--- src/rtl/spi_master_arb_pkg.sv ---
// Shared types and sizing helpers for the round-robin SPI master sequencer.
package spi_pkg;

  // Sequencer states: wait for a request, serialize a word, hold cs high between frames.
  typedef enum logic [1:0] {
    ST_IDLE  = 2'd0,
    ST_SHIFT = 2'd1,
    ST_GAP   = 2'd2
  } state_t;

  localparam int NUM_REQ_DEF = 2;
  localparam int DATA_W_DEF  = 8;
  localparam int GAP_DEF     = 2;

  // Counter width able to hold 0..n-1, never narrower than one bit.
  function automatic int cnt_width(input int n);
    if (n <= 2) begin
      return 1;
    end else begin
      return $clog2(n);
    end
  endfunction

endpackage

--- src/rtl/spi_master_arb_if.sv ---
// Requester handshake plus the SPI link (cs, mosi) of the sequencer.
interface spi_master_arb_if #(
  parameter int NUM_REQ = 2,
  parameter int DATA_W  = 8
);
  logic [NUM_REQ-1:0]        req;
  logic [NUM_REQ*DATA_W-1:0] wdata;
  logic [NUM_REQ-1:0]        gnt;
  logic [NUM_REQ-1:0]        done;
  logic                      busy;
  logic                      cs;
  logic                      mosi;

  // The sequencer side.
  modport master (input req, input wdata, output gnt, output done, output busy, output cs, output mosi);
  // The requester/observer side.
  modport slave (output req, output wdata, input gnt, input done, input busy, input cs, input mosi);
endinterface

--- src/rtl/spi_master_arb_rr_arbiter.sv ---
// Combinational round-robin pick: first requester at or after ptr, wrapping.
module spi_rr_arbiter #(
  parameter int NUM_REQ = 2,
  parameter int PTR_W   = 1
) (
  input  logic [NUM_REQ-1:0] req,
  input  logic [PTR_W-1:0]   ptr,
  output logic [NUM_REQ-1:0] gnt,
  output logic               valid
);

  // Scan requesters starting at the pointer; the first asserted one wins.
  always_comb begin
    logic [PTR_W-1:0] idx;
    gnt   = '0;
    valid = 1'b0;
    idx   = '0;
    for (int i = 0; i < NUM_REQ; i++) begin
      idx = PTR_W'((int'(ptr) + i) % NUM_REQ);
      if (!valid && req[idx]) begin
        gnt[idx] = 1'b1;
        valid    = 1'b1;
      end else begin
        valid = valid;
      end
    end
  end

endmodule

--- src/rtl/spi_master_arb.sv ---
// Round-robin SPI master: grants one requester, shifts its word MSB-first on
// mosi with cs low, pulses done, then holds cs high for a gap before rearbitrating.
module spi_master_arb
  import spi_pkg::*;
#(
  parameter int NUM_REQ = NUM_REQ_DEF,
  parameter int DATA_W  = DATA_W_DEF,
  parameter int GAP     = GAP_DEF
) (
  input logic              sclk,
  input logic              rst,
  spi_master_arb_if.master bus
);

  localparam int CNT_W = cnt_width(DATA_W);
  localparam int PTR_W = cnt_width(NUM_REQ);
  localparam int GAP_W = cnt_width(GAP);

  state_t              state_r, state_s;
  logic [PTR_W-1:0]    ptr_r, ptr_s;
  logic [CNT_W-1:0]    cnt_r, cnt_s;
  logic [GAP_W-1:0]    gap_r, gap_s;
  logic [DATA_W-1:0]   shreg_r, shreg_s;
  logic [NUM_REQ-1:0]  gnt_r, gnt_s;
  logic [NUM_REQ-1:0]  done_r, done_s;
  logic                busy_r, busy_s;
  logic                cs_r, cs_s;
  logic                mosi_r, mosi_s;

  logic [NUM_REQ-1:0]  arb_gnt;
  logic                arb_valid;
  logic [DATA_W-1:0]   sel_word_s;
  logic [PTR_W-1:0]    gnt_idx_s;

  spi_rr_arbiter #(
    .NUM_REQ (NUM_REQ),
    .PTR_W   (PTR_W)
  ) u_arb (
    .req   (bus.req),
    .ptr   (ptr_r),
    .gnt   (arb_gnt),
    .valid (arb_valid)
  );

  // Pick the word of the winning requester and encode the held grant as an index.
  always_comb begin
    sel_word_s = '0;
    gnt_idx_s  = '0;
    for (int i = 0; i < NUM_REQ; i++) begin
      if (arb_gnt[i]) begin
        sel_word_s = bus.wdata[i*DATA_W +: DATA_W];
      end else begin
        sel_word_s = sel_word_s;
      end
      if (gnt_r[i]) begin
        gnt_idx_s = PTR_W'(i);
      end else begin
        gnt_idx_s = gnt_idx_s;
      end
    end
  end

  // Next-state and next-output logic of the frame sequencer.
  always_comb begin
    state_s = state_r;
    ptr_s   = ptr_r;
    cnt_s   = cnt_r;
    gap_s   = gap_r;
    shreg_s = shreg_r;
    gnt_s   = gnt_r;
    done_s  = '0;
    busy_s  = busy_r;
    cs_s    = cs_r;
    mosi_s  = mosi_r;
    case (state_r)
      ST_IDLE: begin
        cs_s   = 1'b1;
        mosi_s = 1'b0;
        if (arb_valid) begin
          // MSB goes out now; the shift register keeps the remaining bits.
          shreg_s = sel_word_s << 1;
          mosi_s  = sel_word_s[DATA_W-1];
          cs_s    = 1'b0;
          gnt_s   = arb_gnt;
          busy_s  = 1'b1;
          cnt_s   = CNT_W'(DATA_W - 1);
          state_s = ST_SHIFT;
        end else begin
          gnt_s  = '0;
          busy_s = 1'b0;
        end
      end
      ST_SHIFT: begin
        if (cnt_r == '0) begin
          // LSB cycle is over: close the frame and move priority past the winner.
          cs_s    = 1'b1;
          mosi_s  = 1'b0;
          gnt_s   = '0;
          done_s  = gnt_r;
          ptr_s   = (gnt_idx_s == PTR_W'(NUM_REQ - 1)) ? '0 : gnt_idx_s + PTR_W'(1);
          gap_s   = GAP_W'(GAP - 1);
          state_s = ST_GAP;
        end else begin
          mosi_s  = shreg_r[DATA_W-1];
          shreg_s = shreg_r << 1;
          cnt_s   = cnt_r - CNT_W'(1);
        end
      end
      ST_GAP: begin
        cs_s = 1'b1;
        if (gap_r == '0) begin
          busy_s  = 1'b0;
          state_s = ST_IDLE;
        end else begin
          gap_s = gap_r - GAP_W'(1);
        end
      end
      default: begin
        state_s = ST_IDLE;
        cs_s    = 1'b1;
        mosi_s  = 1'b0;
        gnt_s   = '0;
        busy_s  = 1'b0;
      end
    endcase
  end

  // State and output registers; reset forces cs high immediately and aborts any frame.
  always_ff @(posedge sclk or posedge rst) begin
    if (rst) begin
      state_r <= ST_IDLE;
      ptr_r   <= '0;
      cnt_r   <= '0;
      gap_r   <= '0;
      shreg_r <= '0;
      gnt_r   <= '0;
      done_r  <= '0;
      busy_r  <= 1'b0;
      cs_r    <= 1'b1;
      mosi_r  <= 1'b0;
    end else begin
      state_r <= state_s;
      ptr_r   <= ptr_s;
      cnt_r   <= cnt_s;
      gap_r   <= gap_s;
      shreg_r <= shreg_s;
      gnt_r   <= gnt_s;
      done_r  <= done_s;
      busy_r  <= busy_s;
      cs_r    <= cs_s;
      mosi_r  <= mosi_s;
    end
  end

  assign bus.gnt  = gnt_r;
  assign bus.done = done_r;
  assign bus.busy = busy_r;
  assign bus.cs   = cs_r;
  assign bus.mosi = mosi_r;

endmodule

--- src/flat_wrapper.sv ---
// flat-port wrapper written by rule: the top's interface ports become plain ports
module spi_master_arb_flat import spi_pkg::*;
#(
  parameter int NUM_REQ = NUM_REQ_DEF,
  parameter int DATA_W  = DATA_W_DEF,
  parameter int GAP     = GAP_DEF
)
  (sclk, rst, bus_req, bus_wdata, bus_gnt, bus_done, bus_busy, bus_cs, bus_mosi);
  spi_master_arb_if #(.NUM_REQ(NUM_REQ), .DATA_W(DATA_W)) bus_i ();
  input logic sclk;
  input logic rst;
  input wire logic [$bits(bus_i.req)-1:0] bus_req;
  input wire logic [$bits(bus_i.wdata)-1:0] bus_wdata;
  output wire logic [$bits(bus_i.gnt)-1:0] bus_gnt;
  output wire logic [$bits(bus_i.done)-1:0] bus_done;
  output wire logic [$bits(bus_i.busy)-1:0] bus_busy;
  output wire logic [$bits(bus_i.cs)-1:0] bus_cs;
  output wire logic [$bits(bus_i.mosi)-1:0] bus_mosi;
  assign bus_i.req = bus_req;
  assign bus_i.wdata = bus_wdata;
  assign bus_gnt = bus_i.gnt;
  assign bus_done = bus_i.done;
  assign bus_busy = bus_i.busy;
  assign bus_cs = bus_i.cs;
  assign bus_mosi = bus_i.mosi;
  spi_master_arb #(.NUM_REQ(NUM_REQ), .DATA_W(DATA_W), .GAP(GAP)) u_core (.sclk(sclk), .rst(rst), .bus(bus_i));
endmodule
--- config.mk ---
export PLATFORM = sky130hd
export DESIGN_NAME = spi_master_arb_flat
export DESIGN_NICKNAME = d
export VERILOG_FILES = /design/src/rtl/spi_master_arb_pkg.sv /design/src/rtl/spi_master_arb_if.sv /design/src/rtl/spi_master_arb_rr_arbiter.sv /design/src/rtl/spi_master_arb.sv /design/src/flat_wrapper.sv
export SDC_FILE = /design/constraint.sdc
export NUM_CORES = 1
export LEC_CHECK = 0
export CORE_AREA = 2 2 58 54
export CTS_CLUSTER_SIZE = 28
export DETAILED_ROUTE_END_ITERATION = 16
export DIE_AREA = 0 0 60 56
export HOLD_SLACK_MARGIN = 0.05
export SKIP_LAST_GASP = 1
export SLEW_MARGIN = 10
export SYNTH_ARGS = -nofsm -noshare
export SYNTH_HDL_FRONTEND = slang
export SYNTH_SLANG_ARGS = --single-unit
--- constraint.sdc ---
create_clock -name sclk -period 4.7 [get_ports sclk]
set_clock_uncertainty 0.05 [all_clocks]
set_input_delay 0.47 -clock sclk [delete_from_list [all_inputs] [get_ports sclk]]
set_output_delay 0.47 -clock sclk [all_outputs]
set_load 0.02 [all_outputs]
# ---- Yosys cells after proc, flatten, opt, wreduce, memory -nomap -nowiden
# Cells that the tools add are included.
dict set report classes {
  order_cmp 4
  n_eq_ne 6
  reduce_logical 14
  add_sub_neg 4
  mux 42
  bitwise_logic 3
}
# op count
set ops {}
lappend ops {{two-way mux 8 bit} 4}
lappend ops {{two-way mux 2 bit} 9}
lappend ops {{two-way mux 1 bit} 17}
lappend ops {{one-hot mux 8 bit (2 select lines)} 1}
lappend ops {{one-hot mux 2 bit (3 select lines)} 2}
lappend ops {{AND reduction 2 bit} 4}
lappend ops {{two-way mux 3 bit} 2}
lappend ops {{one-hot mux 1 bit (3 select lines)} 2}
lappend ops {{one-hot mux 3 bit (2 select lines)} 1}
lappend ops {{AND reduction 3 bit} 2}
lappend ops {{less-than comparator 1 x 2 -> 1 bit (second input constant)} 2}
lappend ops {{!= test 2 x 1 -> 1 bit (second input constant)} 2}
lappend ops {{!= test 2 bit (second input constant)} 2}
lappend ops {{one-hot mux 1 bit (2 select lines)} 2}
lappend ops {{nonzero test 2 bit} 2}
lappend ops {{logical AND 1 bit} 3}
lappend ops {{logical NOT 3 bit} 1}
lappend ops {{subtractor 3 x 1 -> 3 bit (second input constant)} 1}
lappend ops {{adder 1 bit (second input constant)} 2}
lappend ops {{demux 1 bit (select 1 bit)} 2}
lappend ops {{equality test 2 x 1 -> 1 bit (second input constant)} 1}
lappend ops {{equality test 2 bit (second input constant)} 1}
lappend ops {{>= comparator 1 bit (second input constant)} 2}
lappend ops {{logical NOT 2 bit} 1}
lappend ops {{4 further kinds} 5}
dict set report word_totals {
  input_bits 20
  output_inout_bits 7
  reg_bits 22
}

# ---- Depth between registers and ports, before layout
# Gate-level depths: netlist of run 1.
dict set report logic_depth {
  depth_word 11
  depth_mapped 7
}

# ---- Modules after synthesis
# A second synthesis of run 1 with hierarchy kept.
dict set report hier_totals {
  hier_cells 109
  hier_area_um2 1111.1
}
# module seq_area_each_um2 cells_each area_each_um2 n_inst
set by_module_without_submodules {}
lappend by_module_without_submodules {spi_master_arb 526.8 105 1086.0 1}
lappend by_module_without_submodules {spi_rr_arbiter 0.0 4 25.0 1}

# ---- Worst setup path before layout of run 1
# OpenSTA, ideal clock, no wires.
dict set report synth_path {
  path_type {register -> register}
  startpoint {reg u_core.cnt_r[0]}
  endpoint {reg u_core.shreg_r[2]}
  t_arrival_ps 1331
  slack_ps 3198
  setup_ps 122
  path_stages_with_launch 7
  required_time_ps 4528
  path_cell_list {dfrtp_1 inv_1 ha_1 nor2b_1 a211o_1 buf_2 a32o_1}
}
dict set report synth_via {
  elab_chain_len 3
}
# element line
set synth_rtl {}
lappend synth_rtl {{start, declared} spi_master_arb.sv:21} ;# logic [CNT_W-1:0] cnt_r, cnt_s;
lappend synth_rtl {{start signal, assigned} spi_master_arb.sv:144} ;# cnt_r <= cnt_s;
lappend synth_rtl {{logical NOT 3 bit} spi_master_arb.sv:94} ;# if (cnt_r == '0) begin
lappend synth_rtl {{!= test 2 bit (no line)} --}
lappend synth_rtl {{AND reduction 3 bit (no line)} --}
lappend synth_rtl {{end signal, assigned} spi_master_arb.sv:146} ;# shreg_r <= shreg_s;
lappend synth_rtl {{end, declared} spi_master_arb.sv:23} ;# logic [DATA_W-1:0] shreg_r, shreg_s;
# No other way between the ends.
# A chain may end at the register's enable or synchronous reset.

# ---- Worst setup path after layout of run 1
dict set report layout_path {
  startpoint {reg u_core.cs_r (netlist: u_core.bus.cs)}
  endpoint {out bus_cs}
}
# element line
set layout_rtl {}
lappend layout_rtl {{start, declared} spi_master_arb.sv:27} ;# logic cs_r, cs_s;
lappend layout_rtl {{start signal, assigned} spi_master_arb.sv:150} ;# cs_r <= cs_s;
lappend layout_rtl {{end, declared} flat_wrapper.sv:17} ;# output wire logic [$bits(bus_i.cs)-1:0] bus_cs;
# No word-level cell between the ends.

==> summary.txt, run 1 <==
Status
  • Status: finished, final reports clean

Worst setup path
  • Worst path cell trace: clkdlybuf4s50_1
  • Slowest CP cell: clkdlybuf4s50_1
  • WP buf/inv: 1
  • CP peak stage delay: 600 ps
  • Required @ worst endpoint: 4180 ps
  • R2R setup slack: 2950 ps
  • CP endpoint kind: output port
  • CP Launch Type: flop
  • CP Launch Point: u_core.bus.cs$_DFFE_PP1N_
  • CP top delay family: buffers and inverters
  • Setup CP Type: flop to output port
  • Critical path arrival: 1450 ps
  • R2R Path Start: u_core.state_r[0]$_DFFE_PP0P_
  • CP max FO: 2

Placed design
  • Routability Congestion: 0.764
  • I/O Buffers: 26
  • DP Wirelength: 1.57 mm
  • DP Area: 0.00129 sq mm
  • Post-Place Setup Slack: 2720 ps

Drt
  • Vias per cell: 5.02
  • WL met1: 1.02 mm
  • DRT Wirelength: 2.21 mm
  • Routed WL per cell: 13.5 microns
  • Starting DRT DRC Count: 14
  • DRC: 0
  • DR WL met2: 1.10 mm
  • Metal3 WL: 69 microns
  • Detailed Routing Iterations Pass 1: 4
  • Antenna Nets Post-Route: 0
  • Top layer in use: met4
  • Vias post-DR: 823

Synthesis
  • Area share of the largest cell type after synthesis: 49.4%
  • Synthesized Nets: 121
  • Seq/Total Area, Yosys: 52.0%
  • Area leader, netlist: dfrtp_1
  • Netlist cell types: 26
  • Synthesized flop and latch total: 21
  • Dominant cells by area after synthesis: dfrtp_1, nand2_1, a221o_1
  • Syn Area/Cell: 10.2 sq um
  • Mapped Area: 0.00101 sq mm
  • Synthesized netlist cell count: 99
  • Yosys warnings: 0

Layout
  • Antenna Cells: 0
  • Design Area, Final: 0.00132 sq mm
  • Nets: 147
  • Commonest non-fill, non-tap cell in the layout: clkdlybuf4s50_1
  • Final core occ: 48.3%
  • Most frequent cells in the layout: clkdlybuf4s50_1, nand2_1, dfrtp_1
  • Share of cells above drive strength 1: 5.65%
  • Syn-to-layout area delta: 29.9%

Clock network
  • Htree depth: 1
  • Clock insertion delay at the later pin of the skew report: 300 ps
  • Bufs on Longest Clock Path: 2
  • Clock sink total: 21
  • Clock tree from TritonCTS: done
  • # Post-CTS Setup Buffers: 0
  • Clock root cell: clkbuf_4
  • CTS buffer count: 3
  • Clock transition at the registers of the reported paths: 120 ps
  • Cts hold-fix bufs: 0
  • Resized Gates After CTS: 0

Floorplan
  • Floorplan row count: 18
  • Ports: 27
  • Core area: 0.00273 sq mm
  • Initial core utilization: 37.2%
  • Die Width: 60 microns
  • Die area: 0.00336 sq mm
  • Chip Height: 56 microns

Power and ir drop
  • Worst vdd ir: 0.196 mV
  • Power per cell area: 547 mW/mm^2
  • Leakage power: 0.000602 uW

Global route
  • Antenna violations before repair: 0
  • Largest net degree at the start of global routing: 22
  • First-pass GRT wire length: 3.66 mm
  • Grt ovf: 0
  • Vias in the first global route: 799
  • Gr usage total: 14.7%

Timing
  • RSZ-0062 raised after global routing: no
  • Relative slew slack: 47.1%
  • Fin. Hold Viols: 0
  • Final setup TNS: 0 ps
  • Final worst setup slack: 2730 ps
  • Fin crit period: 1970 ps
  • Worst-Margin Slew: 792 ps
  • Fmax achieved: 507 MHz
  • Max Transition Viols Final: 0
  • Hold slack: 427 ps
  • Finish-stage setup viols: 0
  • Fin crit share: 42.0%

Hold path
  • Hold Path Class: flop to flop
  • Min-delay src: u_core.bus.cs$_DFFE_PP1N_

Run
  • Max Cap Viol: 0
-- area by class of cell --
class | instances | area, sq um
repair buffers | 26 | 260
multi-input cells | 66 | 427
flip-flops and latches | 21 | 527
well taps | 40 | 50.0
inverters | 7 | 26.3
fillers | 288 | 1410
clock buffers | 4 | 26.3
-- through the flow --
step | total power, uW | instances
floorplan | 542 | 99
global placement | 629 | 160
detailed placement | 638 | 160
CTS | 730 | 164
global route | 780 | 164
finish | 720 | 164
-- worst paths after layout --
check                                           endpoint  cells after the start
hold reg to reg                u_core.bus.cs$_DFFE_PP1N_                      2
max in group asynchronous  u_core.state_r[1]$_DFFE_PP0P_                      2
setup reg to reg             u_core.bus.mosi$_DFFE_PP0N_                      4
setup / recovery                                  bus_cs                      1
hold / removal                 u_core.bus.cs$_DFFE_PP1N_                      2
min in group asynchronous    u_core.cnt_r[1]$_DFFE_PP0P_                      2
-- worst reg2reg max path, cell delays in order (launching register included) --
cell and delay [ps]:
dfrtp_1 580, nor2b_2 510, and2_1 330, a22oi_1 120, o21ai_0 90
-- state kept, by name, indices dropped and copies added (netlist names) --
signal and cells:
u_core.shreg_r 7, u_core.state_r 2, u_core.bus.done 2, u_core.bus.cs 1, u_core.ptr_r 1, u_core.bus.gnt 2
u_core.bus.mosi 1, u_core.bus.busy 1, u_core.cnt_r 3, u_core.gap_r 1
-- logic make-up (layout without fill, tap and decap cells) --
logic type / after synthesis / count (layout) / synth area share, %
simple gates: 33 / 33 / 14.4
compound gates: 28 / 28 / 22.3
flops: 21 / 21 / 52.0
buf+inv: 12 / 37 / 5.93
fa+ha+maj: 2 / 2 / 2.47
mux: 2 / 2 / 1.98
xor+xnor: 1 / 1 / 0.864
-- cells in the mapped netlist (all sizes together) --
cell    instances
a211o           1
a32o            6
a221o           6
mux2i           2
o21ai           7
nor2b           3
nor3            1
inv             7
nand2b          1
ha              2
dfrtp          20
xor2            1
clkbuf          1
buf             4
and2            1
a22oi           4
and3            2
nand3           1
a21boi          2
nor2            2
dfstp           1
a21oi           2
nand2          22
-- power breakdown --
group | switching [uW] | leakage [uW] | total [uW] | internal (uW)
clock | 55.5 | 0.0000150 | 88.6 | 33.1
combinational | 174 | 0.000331 | 331 | 157
sequential | 46.2 | 0.000256 | 301 | 255
-- routing by layer --
metal  vias up  track usage [%]
li1        401                -
met2        17             21.4
met5         -                0
met1       403             20.8
met3         2             2.79
met4         0             6.67
No activity file was read; power rests on OpenSTA's default activity.
==> run 2: changes to the inputs <==
PLACE_DENSITY = 0.66   (was not set)
clock period = 1.6 ns   (was 4.7 ns; I/O delays follow)
==> summary.txt, run 2 (same netlist as run 1, synthesis figures left out) <==
Worst setup path
  • Critical path arrival: 1330 ps (was 1450 ps)
  • CP Launch Type: flop (unchanged)
  • CP max FO: 4 (was 2)
  • R2R Path End: u_core.shreg_r[6]$_DFFE_PP0P_ (was u_core.bus.mosi$_DFFE_PP0N_)
  • R2R cell count: 5 (was 4)
  • R2R setup slack: 70 ps (was 2950 ps)
  • CP endpoint kind: output port (unchanged)
  • Setup CP Type: flop to output port (unchanged)
  • WP buf/inv: 1 (unchanged)
  • Required @ worst endpoint: 1390 ps (was 4180 ps)
  • Worst path cell trace: clkdlybuf4s50_1 (unchanged)
  • CP top delay family: buffers and inverters (unchanged)
  • R2R Path Start: u_core.cnt_r[1]$_DFFE_PP0P_ (was u_core.state_r[0]$_DFFE_PP0P_)
  • Slowest CP cell: clkdlybuf4s50_1 (unchanged)
  • CP peak stage delay: 620 ps (was 600 ps)

Clock network
  • Clock tree from TritonCTS: done (unchanged)
  • Bufs on Longest Clock Path: 2 (unchanged)
  • Clock insertion delay at the later pin of the skew report: 310 ps (was 300 ps)
  • CTS buffer count: 3 (unchanged)
  • Clock root cell: clkbuf_4 (unchanged)
  • Clock transition at the registers of the reported paths: 130 ps (was 120 ps)
  • Htree depth: 1 (unchanged)
  • Clock sink total: 21 (unchanged)
  • # Post-CTS Setup Buffers: 0 (unchanged)

Global route
  • Largest net degree at the start of global routing: 22 (unchanged)
  • Antenna violations before repair: 0 (unchanged)
  • Gr usage total: 15.0% (was 14.7%)
  • First-pass GRT wire length: 3.83 mm (was 3.66 mm)
  • Vias in the first global route: 838 (was 799)
  • Grt ovf: 0 (unchanged)

Timing
  • Fin. Hold Viols: 0 (unchanged)
  • RSZ-0062 raised after global routing: no (unchanged)
  • Fmax achieved: 648 MHz
  • Finish-stage setup viols: 0 (unchanged)
  • Fin crit share: 96.5%
  • Relative slew slack: 69.9% (was 47.1%)
  • Max Transition Viols Final: 0 (unchanged)
  • Fin crit period: 1540 ps
  • Worst-Margin Slew: 450 ps (was 792 ps)
  • Final worst setup slack: 56.1 ps (was 2730 ps)

Layout
  • Most flop-heavy register: u_core.shreg_r (unchanged)
  • Most frequent cells in the layout: clkdlybuf4s50_1, nand2_1, dfrtp_1 (unchanged)
  • Antenna Cells: 0 (unchanged)
  • Syn-to-layout area delta: 36.5% (was 29.9%)
  • Largest registers: u_core.shreg_r (7), u_core.cnt_r (3) (unchanged)
  • Design Area, Final: 0.00138 sq mm (was 0.00132 sq mm)
  • Share of cells above drive strength 1: 12.8% (was 5.65%)
  • Number of flip-flops in the largest register: 7 (unchanged)
  • Nets: 156 (was 147)
  • Commonest non-fill, non-tap cell in the layout: clkdlybuf4s50_1 (unchanged)
  • # fillers: 262 (was 288)

Placed design
  • Post-Place Setup Slack: -92.4 ps (was 2720 ps)
  • DP Area: 0.00136 sq mm (was 0.00129 sq mm)
  • I/O Buffers: 26 (unchanged)
  • Routability Congestion: 0.776 (was 0.764)
  • DP Wirelength: 1.72 mm (was 1.57 mm)

Floorplan
  • Die area: 0.00336 sq mm (unchanged)
  • Die Width: 60 microns (unchanged)
  • Floorplan row count: 18 (unchanged)
  • Initial core utilization: 37.2% (unchanged)
  • Ports: 27 (unchanged)
  • Core area: 0.00273 sq mm (unchanged)
  • Chip Height: 56 microns (unchanged)

Drt
  • DRC: 0 (unchanged)
  • Starting DRT DRC Count: 28 (was 14)
  • Antenna Nets Post-Route: 0 (unchanged)
  • Routed WL per cell: 13.6 microns (was 13.5 microns)
  • DRT Wirelength: 2.35 mm (was 2.21 mm)
  • Detailed Routing Iterations Pass 1: 4 (unchanged)
  • Vias per cell: 4.95 (was 5.02)
  • Vias post-DR: 857 (was 823)

Run
  • Max Cap Viol: 0 (unchanged)

Power and ir drop
  • Leakage power: 0.000644 uW (was 0.000602 uW)
  • Sw power: 847 uW (was 276 uW)
  • Flop pwr share: 39.2% (was 41.8%)
  • Combinational share of power: 48.5% (was 45.9%)
  • Worst vdd ir: 0.619 mV (was 0.196 mV)
  • Power per cell area: 1600 mW/mm^2 (was 547 mW/mm^2)
  • Clk pwr share: 12.3% (about the same)
  • Int Power: 1370 uW (was 444 uW)
  • Net Sw Frac: 38.1% (was 38.3%)

Hold path
  • Hold Path Class: input port to async pin (was flop to flop)

Status
  • Status: finished, final reports clean (unchanged)
==> run 2: repair_timing <==
action | 4_1_cts | 5_1_grt
hold buffers | 0 | 0
resized for setup | 2 | 0
pin swaps | 0 | 1
endpoints found under the setup margin | 5 | 6
==> run 2: worst max path at each step <==
| stage | start | endpoint | slack [ps] | cells after the start |
|---|---|---|---|---|
| after global routing | u_core.bus.gnt[1]$_DFFE_PP0P_ | bus_gnt[1] | 2 | 1 |
| after detailed placement | bus_req[1] | u_core.shreg_r[4]$_DFFE_PP0P_ | -90 | 4 |
| after CTS | u_core.cnt_r[1]$_DFFE_PP0P_ | u_core.shreg_r[6]$_DFFE_PP0P_ | 30 | 5 |
| after floorplan | u_core.cnt_r[0]$_DFFE_PP0P_ | u_core.shreg_r[7]$_DFFE_PP0P_ | 100 | 6 |
| final | u_core.bus.gnt[1]$_DFFE_PP0P_ | bus_gnt[1] | 60 | 1 |
| after global placement | bus_req[0] | u_core.shreg_r[6]$_DFFE_PP0P_ | -60 | 4 |
==> run 2: power groups by stage <==
stage	sequential (uW)	combinational [uW]	clock (uW)
floorplan	916	677	0
global placement	876	1050	0
detailed placement	883	1090	0
CTS	872	1090	272
global route	894	1190	298
finish	870	1080	274
==> run 2: final cells by class <==
type                       count  area, sq um  area share (%)
clock buffer                   4         26.3            1.90
timing repair buffer          35          327            23.6
multi-input combinational     66          428            30.9
inverter                       7         26.3            1.90
sequential                    21          527            38.1
tap                           40         50.0            3.62
==> run 2: routing by layer <==
layer	global-route usage (%)	wire [microns]	vias to the layer above
met2	24.5	1220	16
li1	-	-	417
met5	0	0	-
met4	8.57	58	0
met1	19.1	1020	420
met3	0.698	52	4
==> run 2: metrics by stage <==
step           utilization (%)  hold WS [ps]  power [uW]  TNS [ps]  std cells
2_1_floorplan                -          85.8        1590         0         99
4_1_cts                   50.8           115        2230         0        173
6_report                  50.8          99.5        2220         0        173
3_5_place_dp              49.8           416        1970      -459        169
5_1_grt                   50.8           163        2380         0        173
3_3_place_gp              49.8           411        1930      -348        169
==> run 3: changes to the inputs <==
MAX_ROUTING_LAYER = met4   (was not set)
==> summary.txt, run 3 (same netlist as run 1, synthesis figures left out) <==
Drt
  • Vias post-DR: 855 (was 857)
  • DR WL met2: 1.21 mm (was 1.22 mm)
  • Antenna Nets Post-Route: 0 (unchanged)
  • Detailed Routing Iterations Pass 1: 4 (unchanged)
  • Starting DRT DRC Count: 29 (was 28)
  • Routed WL per cell: 13.6 microns (about the same)
  • WL met1: 1.03 mm (was 1.02 mm)
  • Vias per cell: 4.94 (was 4.95)
  • Metal3 WL: 48 microns (was 52 microns)
  • DRC: 0 (unchanged)
  • Top layer in use: met4 (unchanged)
  • DRT Wirelength: 2.35 mm (about the same)

Layout
  • Syn-to-layout area delta: 36.5% (unchanged)
  • Antenna Cells: 0 (unchanged)
  • # fillers: 262 (unchanged)
  • Number of flip-flops in the largest register: 7 (unchanged)
  • Most frequent cells in the layout: clkdlybuf4s50_1, nand2_1, dfrtp_1 (unchanged)
  • Nets: 156 (unchanged)
  • Share of cells above drive strength 1: 12.8% (unchanged)
  • Commonest non-fill, non-tap cell in the layout: clkdlybuf4s50_1 (unchanged)
  • Largest registers: u_core.shreg_r (7), u_core.cnt_r (3) (unchanged)
  • Most flop-heavy register: u_core.shreg_r (unchanged)

Floorplan
  • Ports: 27 (unchanged)
  • Die area: 0.00336 sq mm (unchanged)
  • Die Width: 60 microns (unchanged)
  • Core area: 0.00273 sq mm (unchanged)
  • Floorplan row count: 18 (unchanged)
  • Initial core utilization: 37.2% (unchanged)
  • Chip Height: 56 microns (unchanged)

Timing
  • Fin. Hold Viols: 0 (unchanged)
  • Fin crit period: 1540 ps (about the same)
  • RSZ-0062 raised after global routing: no (unchanged)
  • Final setup TNS: 0 ps (unchanged)
  • Hold slack: 102 ps (was 99.5 ps)
  • Max Transition Viols Final: 0 (unchanged)
  • Worst-Margin Slew: 460 ps (was 450 ps)
  • Fin crit share: 96.5% (about the same)
  • Relative slew slack: 69.3% (was 69.9%)
  • Finish-stage setup viols: 0 (unchanged)
  • Fmax achieved: 647 MHz (was 648 MHz)

Worst setup path
  • R2R Path Start: u_core.cnt_r[1]$_DFFE_PP0P_ (unchanged)
  • CP max FO: 4 (unchanged)
  • WP buf/inv: 1 (unchanged)
  • R2R cell count: 5 (unchanged)
  • CP Launch Type: flop (unchanged)
  • R2R Path End: u_core.shreg_r[6]$_DFFE_PP0P_ (unchanged)
  • Slowest CP cell: clkdlybuf4s50_1 (unchanged)
  • R2R setup slack: 70 ps (about the same)
  • Critical path arrival: 1330 ps (about the same)
  • Setup CP Type: flop to output port (unchanged)
  • CP endpoint kind: output port (unchanged)
  • Required @ worst endpoint: 1390 ps (about the same)
  • Worst path cell trace: clkdlybuf4s50_1 (unchanged)
  • CP top delay family: buffers and inverters (unchanged)
  • CP peak stage delay: 620 ps (about the same)

Placed design
  • I/O Buffers: 26 (unchanged)
  • DP Wirelength: 1.72 mm (unchanged)
  • Routability Congestion: 0.787 (was 0.776)

Clock network
  • Cts hold-fix bufs: 0 (unchanged)
  • Clock transition at the registers of the reported paths: 120 ps (was 130 ps)
  • Htree depth: 1 (unchanged)
  • Clock sink total: 21 (unchanged)
  • Clock insertion delay at the later pin of the skew report: 310 ps (about the same)
  • CTS buffer count: 3 (unchanged)
  • Clock tree from TritonCTS: done (unchanged)
  • Clock root cell: clkbuf_4 (unchanged)
  • # Post-CTS Setup Buffers: 0 (unchanged)
  • Bufs on Longest Clock Path: 2 (unchanged)

Global route
  • Vias in the first global route: 839 (was 838)
  • First-pass GRT wire length: 3.81 mm (was 3.83 mm)
  • Largest net degree at the start of global routing: 22 (unchanged)
  • Grt ovf: 0 (unchanged)
  • Gr usage total: 15.3% (was 15.0%)
  • Antenna violations before repair: 0 (unchanged)

Run
  • Max Cap Viol: 0 (unchanged)

Power and ir drop
  • Leakage power: 0.000644 uW (unchanged)
  • Worst vdd ir: 0.619 mV (about the same)
  • Power per cell area: 1600 mW/mm^2 (about the same)

Hold path
  • Hold Path Class: input port to async pin (unchanged)

Status
  • Status: finished, final reports clean (unchanged)
-- run 3: cell counts in the layout (fill, tap and decap cells not counted) --
No cell type changed its count.
-- run 3: cell type report --
class,instances,area (sq um),share of cell area (%)
Sequential cell,21,527,38.1
Inverter,7,26.3,1.90
Tap cell,40,50.0,3.62
Multi-Input combinational cell,66,428,30.9
Clock buffer,4,26.3,1.90
Timing Repair Buffer,35,327,23.6
-- run 3: worst max-delay path by stage --
stage	slack [ps]	start	cells past startpoint	endpoint
detailed placement	-90	bus_req[1]	4	u_core.shreg_r[4]$_DFFE_PP0P_
global route	9	u_core.bus.gnt[1]$_DFFE_PP0P_	1	bus_gnt[1]
global placement	-60	bus_req[0]	4	u_core.shreg_r[6]$_DFFE_PP0P_
floorplan	100	u_core.cnt_r[0]$_DFFE_PP0P_	6	u_core.shreg_r[7]$_DFFE_PP0P_
finish	60	u_core.bus.gnt[1]$_DFFE_PP0P_	1	bus_gnt[1]
CTS	30	u_core.cnt_r[1]$_DFFE_PP0P_	5	u_core.shreg_r[6]$_DFFE_PP0P_
-- run 3: power breakdown --
group	total [uW]	leakage [uW]	internal (uW)	switching (uW)
Sequential	871	0.000256	748	123
Combinational	1080	0.000373	529	548
Clock	273	0.0000150	97.5	175
Total	2220	0.000644	1370	847
-- run 3: per-stage QoR --
step / util, % / setup slack (ps) / total power [uW] / cells / cell area, sq um
6_report: 50.8 / 55.6 / 2220 / 173 / 1380
5_1_grt: 50.8 / 9.11 / 2370 / 173 / 1380
3_3_place_gp: 49.8 / -63.1 / 1930 / 169 / 1360
4_1_cts: 50.8 / 26.1 / 2230 / 173 / 1380
2_1_floorplan: - / 97.9 / 1590 / 99 / 1010
3_5_place_dp: 49.8 / -92.4 / 1970 / 169 / 1360
-- run 3: metal layers --
metal  vias up  GRT usage, %
met5         -             -
met3         4         0.698
li1        419             -
met4         0          8.57
met2        15          24.5
met1       417          18.8
-- run 3: what timing repair did --
item,CTS,global route
endpoints found under the setup margin,5,6
pin swaps,0,1
gates resized for setup,2,0
-- run 3: worst reg2reg max path, delay by kind of cell (launching register included) --
family	cells	cell delay, ps
AO/OA/AOI/OAI	2	620
flip-flops	1	340
AND/OR/NAND/NOR	1	150
buffers and inverters	1	60
adder cells (fa/ha/maj)	1	200
